### src/rtl/fetch_unit_if.sv
`default_nettype none
// ============================================================================
// Module  : fetch_unit_if
// Brief   : Instruction-memory request/response bundle between the fetch
//           stage (master) and instruction memory (slave).
// Revision: 1.0 - initial release
// ============================================================================
interface fetch_unit_if #(
  parameter int DATA_W = 32,
  parameter int ADDR_W = 16
);
  logic              imem_rd;
  logic [ADDR_W-1:0] imem_addr;
  logic [DATA_W-1:0] imem_rdata;
  logic              imem_valid;

  // Fetch stage drives the request, memory answers with data/valid.
  modport master (
    output imem_rd,
    output imem_addr,
    input  imem_rdata,
    input  imem_valid
  );

  modport slave (
    input  imem_rd,
    input  imem_addr,
    output imem_rdata,
    output imem_valid
  );
endinterface
`default_nettype wire

### src/rtl/fetch_unit.sv
`default_nettype none
// ============================================================================
// Module  : fetch_unit
// Brief   : Instruction-fetch stage. Owns PC and IR, fetches one word per
//           instruction over a wait-state tolerant handshake, decodes the IR
//           fields and applies the control unit's jump/branch decision.
// Revision: 1.0 - initial release
// ============================================================================
module fetch_unit #(
  parameter int                DATA_W   = 32,
  parameter int                ADDR_W   = 16,
  parameter logic [ADDR_W-1:0] RESET_PC = '0
) (
  input  wire               clk,
  input  wire               reset,        // active-low, synchronous
  fetch_unit_if.master      imem,
  input  wire               jump,
  input  wire               take_branch,
  input  wire               stall,
  output logic              phase,
  output logic              instr_valid,
  output logic [3:0]        opcode,
  output logic [3:0]        rd,
  output logic [3:0]        rs,
  output logic [3:0]        rt,
  output logic [15:0]       imm,
  output logic [ADDR_W-1:0] pc,
  output logic [ADDR_W-1:0] pc_plus1
);

  // Encoding matches the control unit's phase signal: 0 = fetch, 1 = execute.
  typedef enum logic [0:0] {
    S_FETCH = 1'b0,
    S_EXEC  = 1'b1
  } state_t;

  state_t              state_q, state_d;
  logic [ADDR_W-1:0]   pc_q, pc_d;
  logic [DATA_W-1:0]   ir_q, ir_d;
  logic [ADDR_W-1:0]   imm_sext;
  logic [ADDR_W-1:0]   imm_zext;
  logic [ADDR_W-1:0]   pc_inc;

  // The immediate is 16 bits; adapt it to the PC width. Narrower PCs simply
  // keep the low bits, which gives the same result modulo 2^ADDR_W.
  generate
    if (ADDR_W > 16) begin : g_wide_pc
      assign imm_sext = {{(ADDR_W-16){imm[15]}}, imm};
      assign imm_zext = {{(ADDR_W-16){1'b0}}, imm};
    end else begin : g_narrow_pc
      assign imm_sext = imm[ADDR_W-1:0];
      assign imm_zext = imm[ADDR_W-1:0];
    end
  endgenerate

  // Field decode and status outputs come straight off the state/IR/PC flops.
  always_comb begin
    pc_inc          = pc_q + {{(ADDR_W-1){1'b0}}, 1'b1};
    opcode          = ir_q[31:28];
    rd              = ir_q[27:24];
    rs              = ir_q[23:20];
    rt              = ir_q[19:16];
    imm             = ir_q[15:0];
    pc              = pc_q;
    pc_plus1        = pc_inc;
    phase           = (state_q == S_EXEC);
    instr_valid     = (state_q == S_EXEC);
    imem.imem_rd    = (state_q == S_FETCH);
    imem.imem_addr  = pc_q;
  end

  // Next-state logic: wait for the memory word in FETCH, then hold in EXEC
  // while stalled and resolve the next PC (jump beats branch beats +1).
  always_comb begin
    state_d = state_q;
    pc_d    = pc_q;
    ir_d    = ir_q;
    case (state_q)
      S_FETCH: begin
        if (imem.imem_valid) begin
          ir_d    = imem.imem_rdata;
          state_d = S_EXEC;
        end
      end
      S_EXEC: begin
        if (!stall) begin
          if (jump) begin
            pc_d = imm_zext;
          end else if (take_branch) begin
            pc_d = pc_inc + imm_sext;
          end else begin
            pc_d = pc_inc;
          end
          state_d = S_FETCH;
        end
      end
      default: begin
        state_d = S_FETCH;
      end
    endcase
  end

  // State registers; reset restarts fetch at RESET_PC and drops any
  // in-flight response.
  always_ff @(posedge clk) begin
    if (!reset) begin
      state_q <= S_FETCH;
      pc_q    <= RESET_PC;
      ir_q    <= '0;
    end else begin
      state_q <= state_d;
      pc_q    <= pc_d;
      ir_q    <= ir_d;
    end
  end

endmodule
`default_nettype wire

### src/flat_wrapper.sv
// flat-port wrapper written by rule: the top's interface ports become plain ports
module fetch_unit_flat 
#(
  parameter int                DATA_W   = 32,
  parameter int                ADDR_W   = 16,
  parameter logic [ADDR_W-1:0] RESET_PC = '0
)
  (clk, reset, jump, take_branch, stall, phase, instr_valid, opcode, rd, rs, rt, imm, pc, pc_plus1, imem_imem_rd, imem_imem_addr, imem_imem_rdata, imem_imem_valid);
  fetch_unit_if #(.DATA_W(DATA_W), .ADDR_W(ADDR_W)) imem_i ();
  input  wire clk;
  input  wire reset;
  input  wire jump;
  input  wire take_branch;
  input  wire stall;
  output logic phase;
  output logic instr_valid;
  output logic [3:0] opcode;
  output logic [3:0] rd;
  output logic [3:0] rs;
  output logic [3:0] rt;
  output logic [15:0] imm;
  output logic [ADDR_W-1:0] pc;
  output logic [ADDR_W-1:0] pc_plus1;
  output wire logic [$bits(imem_i.imem_rd)-1:0] imem_imem_rd;
  output wire logic [$bits(imem_i.imem_addr)-1:0] imem_imem_addr;
  input wire logic [$bits(imem_i.imem_rdata)-1:0] imem_imem_rdata;
  input wire logic [$bits(imem_i.imem_valid)-1:0] imem_imem_valid;
  assign imem_imem_rd = imem_i.imem_rd;
  assign imem_imem_addr = imem_i.imem_addr;
  assign imem_i.imem_rdata = imem_imem_rdata;
  assign imem_i.imem_valid = imem_imem_valid;
  fetch_unit #(.DATA_W(DATA_W), .ADDR_W(ADDR_W), .RESET_PC(RESET_PC)) u_core (.clk(clk), .reset(reset), .imem(imem_i), .jump(jump), .take_branch(take_branch), .stall(stall), .phase(phase), .instr_valid(instr_valid), .opcode(opcode), .rd(rd), .rs(rs), .rt(rt), .imm(imm), .pc(pc), .pc_plus1(pc_plus1));
endmodule
### config.mk
export PLATFORM = sky130hd
export DESIGN_NAME = fetch_unit_flat
export DESIGN_NICKNAME = d
export VERILOG_FILES = /design/src/rtl/fetch_unit_if.sv /design/src/rtl/fetch_unit.sv /design/src/flat_wrapper.sv
export SDC_FILE = /design/constraint.sdc
export NUM_CORES = 1
export LEC_CHECK = 0
export ABC_AREA = 1
export CAP_MARGIN = 15
export CELL_PAD_IN_SITES_DETAIL_PLACEMENT = 0
export CELL_PAD_IN_SITES_GLOBAL_PLACEMENT = 2
export CORE_ASPECT_RATIO = 0.7
export CORE_MARGIN = 2
export CORE_UTILIZATION = 24
export DETAILED_ROUTE_END_ITERATION = 16
export HOLD_SLACK_MARGIN = 0.12
export PLACE_DENSITY = 0.88
export SLEW_MARGIN = 10
export SYNTH_ARGS = -nofsm -noshare
export SYNTH_HDL_FRONTEND = slang
export SYNTH_SLANG_ARGS = --single-unit
### constraint.sdc
create_clock -name clk -period 2.9 [get_ports clk]
set_clock_uncertainty 0.2 [all_clocks]
set_input_delay 0.58 -clock clk [delete_from_list [all_inputs] [get_ports clk]]
set_output_delay 0.58 -clock clk [all_outputs]
set_load 0.02 [all_outputs]
* After elaboration in Yosys (flattened, before gate mapping)
Cells that the tools add are included.
** Word-level totals
- Logic and storage cells :: 14
- Bits in registers :: 49
- Input port bits :: 38
- Output and inout bits :: 83
** Operators by class
- Reductions and logical operators :: 2
- Mux-type cells :: 5
- Bitwise gates (word level) :: 2
- $add $sub $neg :: 2
** Operator list (number)
- 16-bit two-way mux :: 2
- 16-bit by 1-bit adder with 16-bit output, second input constant :: 1
- 16-bit adder :: 1
- 2-bit AND reduction :: 2
- 1-bit two-way mux :: 2
- 1-bit NOT :: 2
- 1-bit one-hot mux with 2 select lines :: 1

* Longest topological paths before layout
- Depth in word-level cells :: 4
- Depth in mapped cells :: 22
- Gate-level depth less buffers :: 22

* Worst setup path before layout
Ideal clock, no wire load.
- Kind :: register to register
- Start :: reg u_core.pc_q[0], in the netlist u_core.imem.imem_addr[0]
- End :: reg u_core.pc_q[13], in the netlist u_core.imem.imem_addr[13]
- Path buffers :: 0
- Path slack :: 107 ps
- Stages on the path, launching flop included :: 16
- Period minus slack after synthesis :: 2793 ps
- Setup time :: 120 ps
- Data arrival time :: 2474 ps
- Data required time :: 2580 ps
- Cells stage by stage :: dfxtp_1 inv_1 nor2_2 nand2_2 xor2_1 ha_1 nand2_1 inv_1 a21oi_1 nor2_1 nor2_1 nand2_1 nand2_1 nand3_1 nand2_1 a21oi_1
** On the way
- Longest elaborated chain between the ends :: 4
** RTL lines
- start: declaration :: line fetch_unit.sv:38 : logic [ADDR_W-1:0] pc_q, pc_d;
- start signal: assignment :: line fetch_unit.sv:112 : pc_q <= pc_d;
- 16-bit by 1-bit adder with 16-bit output :: line fetch_unit.sv:58 : pc_inc = pc_q + {{(ADDR_W-1){1'b0}}, 1'b1};
- named net pc_plus1[0] :: line flat_wrapper.sv:23 : output logic [ADDR_W-1:0] pc_plus1;
- 16-bit adder :: line fetch_unit.sv:90 : pc_d = pc_inc + imm_sext;
- 16-bit two-way mux :: line fetch_unit.sv:89 : end else if (take_branch) begin
- 16-bit two-way mux :: line fetch_unit.sv:87 : if (jump) begin
The timed path passes the listed nets, and every way through them passes these cells.
A chain may end at the register's enable or synchronous reset.

* Worst setup path after layout
- Start :: reg u_core.pc_q[1], in the netlist u_core.imem.imem_addr[1]
- End :: reg u_core.pc_q[8], in the netlist u_core.imem.imem_addr[8]
** On the way
- Longest elaborated chain between the ends :: 4
** RTL lines (line)
- 16-bit by 1-bit adder with 16-bit output * :: fetch_unit.sv:58
- 16-bit adder :: fetch_unit.sv:90
- 16-bit two-way mux * :: fetch_unit.sv:89
- 16-bit two-way mux * :: fetch_unit.sv:87
Mark *: on every way between the ends. The rest lies on a longest branch, timed or not.

==> reports/results.ini <==
[clock_tree]
cts_tree=built
insertion_delay_ps=300
cts_buffers=5
cts_num_sinks=49
cts_max_path_buffers=2
ctsHoldBuffers=0
cts_setup_buffers=0
h-tree-depth=2
clkTransAtPathRegs_ps=70
cts_root_buffer=clkbuf_16

[status]
status=finished clean

[routing]
drc=0
vias=3822
drt_first_pass_iters=5
drt_iter0_markers=298
viasPerCell=4.633
wl_mm=12.34
wl_per_cell_um=14.95
antenna_left=0

[floorplan]
dieArea_um2=15360
die_w_um=147.3
ioPinCount=121
die_height_um=104.3
core-area_um2=13960
initial_core_util_pct=24.70
fp-row-count=36

[synthesis]
synth_area_um2=3450
synth_ff_type=dfxtp_1
synthMuxAreaShare_pct=0
synth_compound_area_share_pct=18.24
yosysUniqueCellTypes=42
syn_area_per_cell_um2=6.659
syn_inst=518
synth_edf_count=0
async_flop_share_pct=0
synth-xor-area-share_pct=3.518
synth_fa_ha_area_share_pct=7.835
yosysWarnings=0
synth_top_family_by_area=simple AND/OR/NAND/NOR gates
ys_seq_area_share_pct=28.44
synth_nets=577
ys_ff_latch=49
synthSimpleGateAreaFrac_pct=29.23

[sta]
drv_slew=0
period_needed_ps=2787
finalCritPeriodShare_pct=96.10
fmax_mhz=358.8
setup_tns_ps=0
setup_viol=0
grt_setup_unrepaired=true
timing.slew.headroom_pct=64.54
tightestPinTransition_ps=531.2
setup_slack_ps=113.2
whs_ps=320.5
hold_violations=0

[final_layout]
nNetsFinal=693
post-route-util_pct=36.42
stdcell_count=825
area_growth_pct=47.41
drive_gt1_share_pct=14.02
final_cell_mix=clkdlybuf4s50_1, nor2_1, nand2_1
num-fill-cells=1491
layout_commonest_cell=clkdlybuf4s50_1
diodes=0

[power_and_ir_drop]
power.switching_uw=714.0
peakVddDrop_mv=0.1983
clkPwrFrac_pct=29.3
p_leak_uw=0.002331
p_comb_share_pct=32.5
p_int_uw=1351
seq_power_share_pct=38.1
swShare_pct=34.58
p_per_area_nw_per_um2=406.1

[setup_path]
crit_arrival_ps=2820
cp_cell_sequence=buf_4 > nand3_2 > buf_4 > xor2_1 > inv_1 > ha_1 > o21ai_1 > inv_1 > a21oi_1 > xnor2_1 > o21ai_1 > a21oi_1
crit_path_max_fanout=5
worst_path_largest_cell_delay_ps=340
startpoint_type=register
slowest_stage=ha_1
worst-endpoint-required_ps=2930
cp-end-kind=register
path_class=reg2reg

[place]
gp_congestion=0.8288
dp_slack_ps=81.99
io_buffers=120
dp_cells=817
dp_hpwl_mm=9.781

[grt]
grt_max_degree=33
overflow=0
globalRouteTotalUtil_pct=16.09
antenna_found_initial=0
grt_pass1_wl_mm=19.78
first_global_vias=3667

[run]
drv_cap=0

[hold_path]
hold_class=reg2reg

-- path summary, 6_finish.rpt --
| path | start | endpoint | slack (ps) | cells after the start |
|---|---|---|---|---|
| worst max-delay path | u_core.imem.imem_addr[1]$_SDFFE_PN0P_ | u_core.imem.imem_addr[8]$_SDFFE_PN0P_ | 110 | 12 |
| worst min-delay path | u_core.ir_q[17]$_SDFFE_PN0P_ | u_core.ir_q[17]$_SDFFE_PN0P_ | 320 | 2 |
| worst max register to register | u_core.imem.imem_addr[1]$_SDFFE_PN0P_ | u_core.imem.imem_addr[8]$_SDFFE_PN0P_ | 110 | 12 |
| worst min register to register | u_core.ir_q[17]$_SDFFE_PN0P_ | u_core.ir_q[17]$_SDFFE_PN0P_ | 320 | 2 |
-- metrics by stage --
| stage | power (uW) | area, um^2 |
|---|---|---|
| 2_1_floorplan | 1154 | 3450 |
| 3_3_place_gp | 1459 | 4842 |
| 3_5_place_dp | 1462 | 4842 |
| 4_1_cts | 2074 | 4991 |
| 5_1_grt | 2182 | 5085 |
| 6_report | 2065 | 5085 |
-- layout make-up --
class / count / area [um^2] / share of cell area, %
repair buffers: 145 / 1385 / 27.24
clock inverters: 3 / 22.52 / 0.4429
clock buffers: 5 / 125.1 / 2.461
inverters: 54 / 202.7 / 3.986
multi-input cells: 379 / 2121 / 41.71
flip-flops and latches: 49 / 991.0 / 19.49
well taps: 190 / 237.7 / 4.675
-- routing by layer --
metal  wire length, um  global-route usage (%)
met1              6347                   24.16
met3              1114                   4.781
met5                 0                       0
met4               125                   3.571
met2              4747                   22.26
-- sequential cells by signal, summed over array words and instances (netlist names) --
register               flops
u_core.imem.imem_addr     16
u_core.instr_valid         1
u_core.ir_q               32
-- logic make-up after synthesis --
family	after synthesis
DFF	49
adders and majority gates	21
and+or+nand+nor	229
buffers and inverters	90
xor gates and xnor gates	13
AOI/OAI and AO/OA	116
-- power by group through the flow --
stage	clock network [uW]	logic, uW	registers [uW]
2_1_floorplan	0	307	847
3_3_place_gp	0	663	796
6_report	606	672	788
3_5_place_dp	0	662	800
5_1_grt	652	735	795
4_1_cts	627	662	786
-- synth_stat cells, drive strengths merged, types with 5 or more instances --
cell type	number	area, um^2
a21oi	46	234.0
xor2	8	70.07
xnor2	5	51.30
nor2	93	386.6
dfxtp	49	980.9
clkbuf	15	90.09
nand3	27	150.2
inv	53	198.9
or2	5	31.28
nand2	94	372.8
ha	20	250.2
o21ai	54	277.8
nand4	6	43.79
buf	21	146.4
-- worst max-delay path: cells and delay by family (launching register included) --
kind	cells	cell delay, ps
compound gates	4	760
buf+inv	4	530
xor+xnor	2	450
fa+ha+maj	1	340
flops	1	330
simple gates	1	110
-- repair_timing --
item	in CTS	in global routing
pin swaps	0	11
setup endpoints to repair	10	11
resized for setup	10	29
Power figures use the tool's default switching activity.
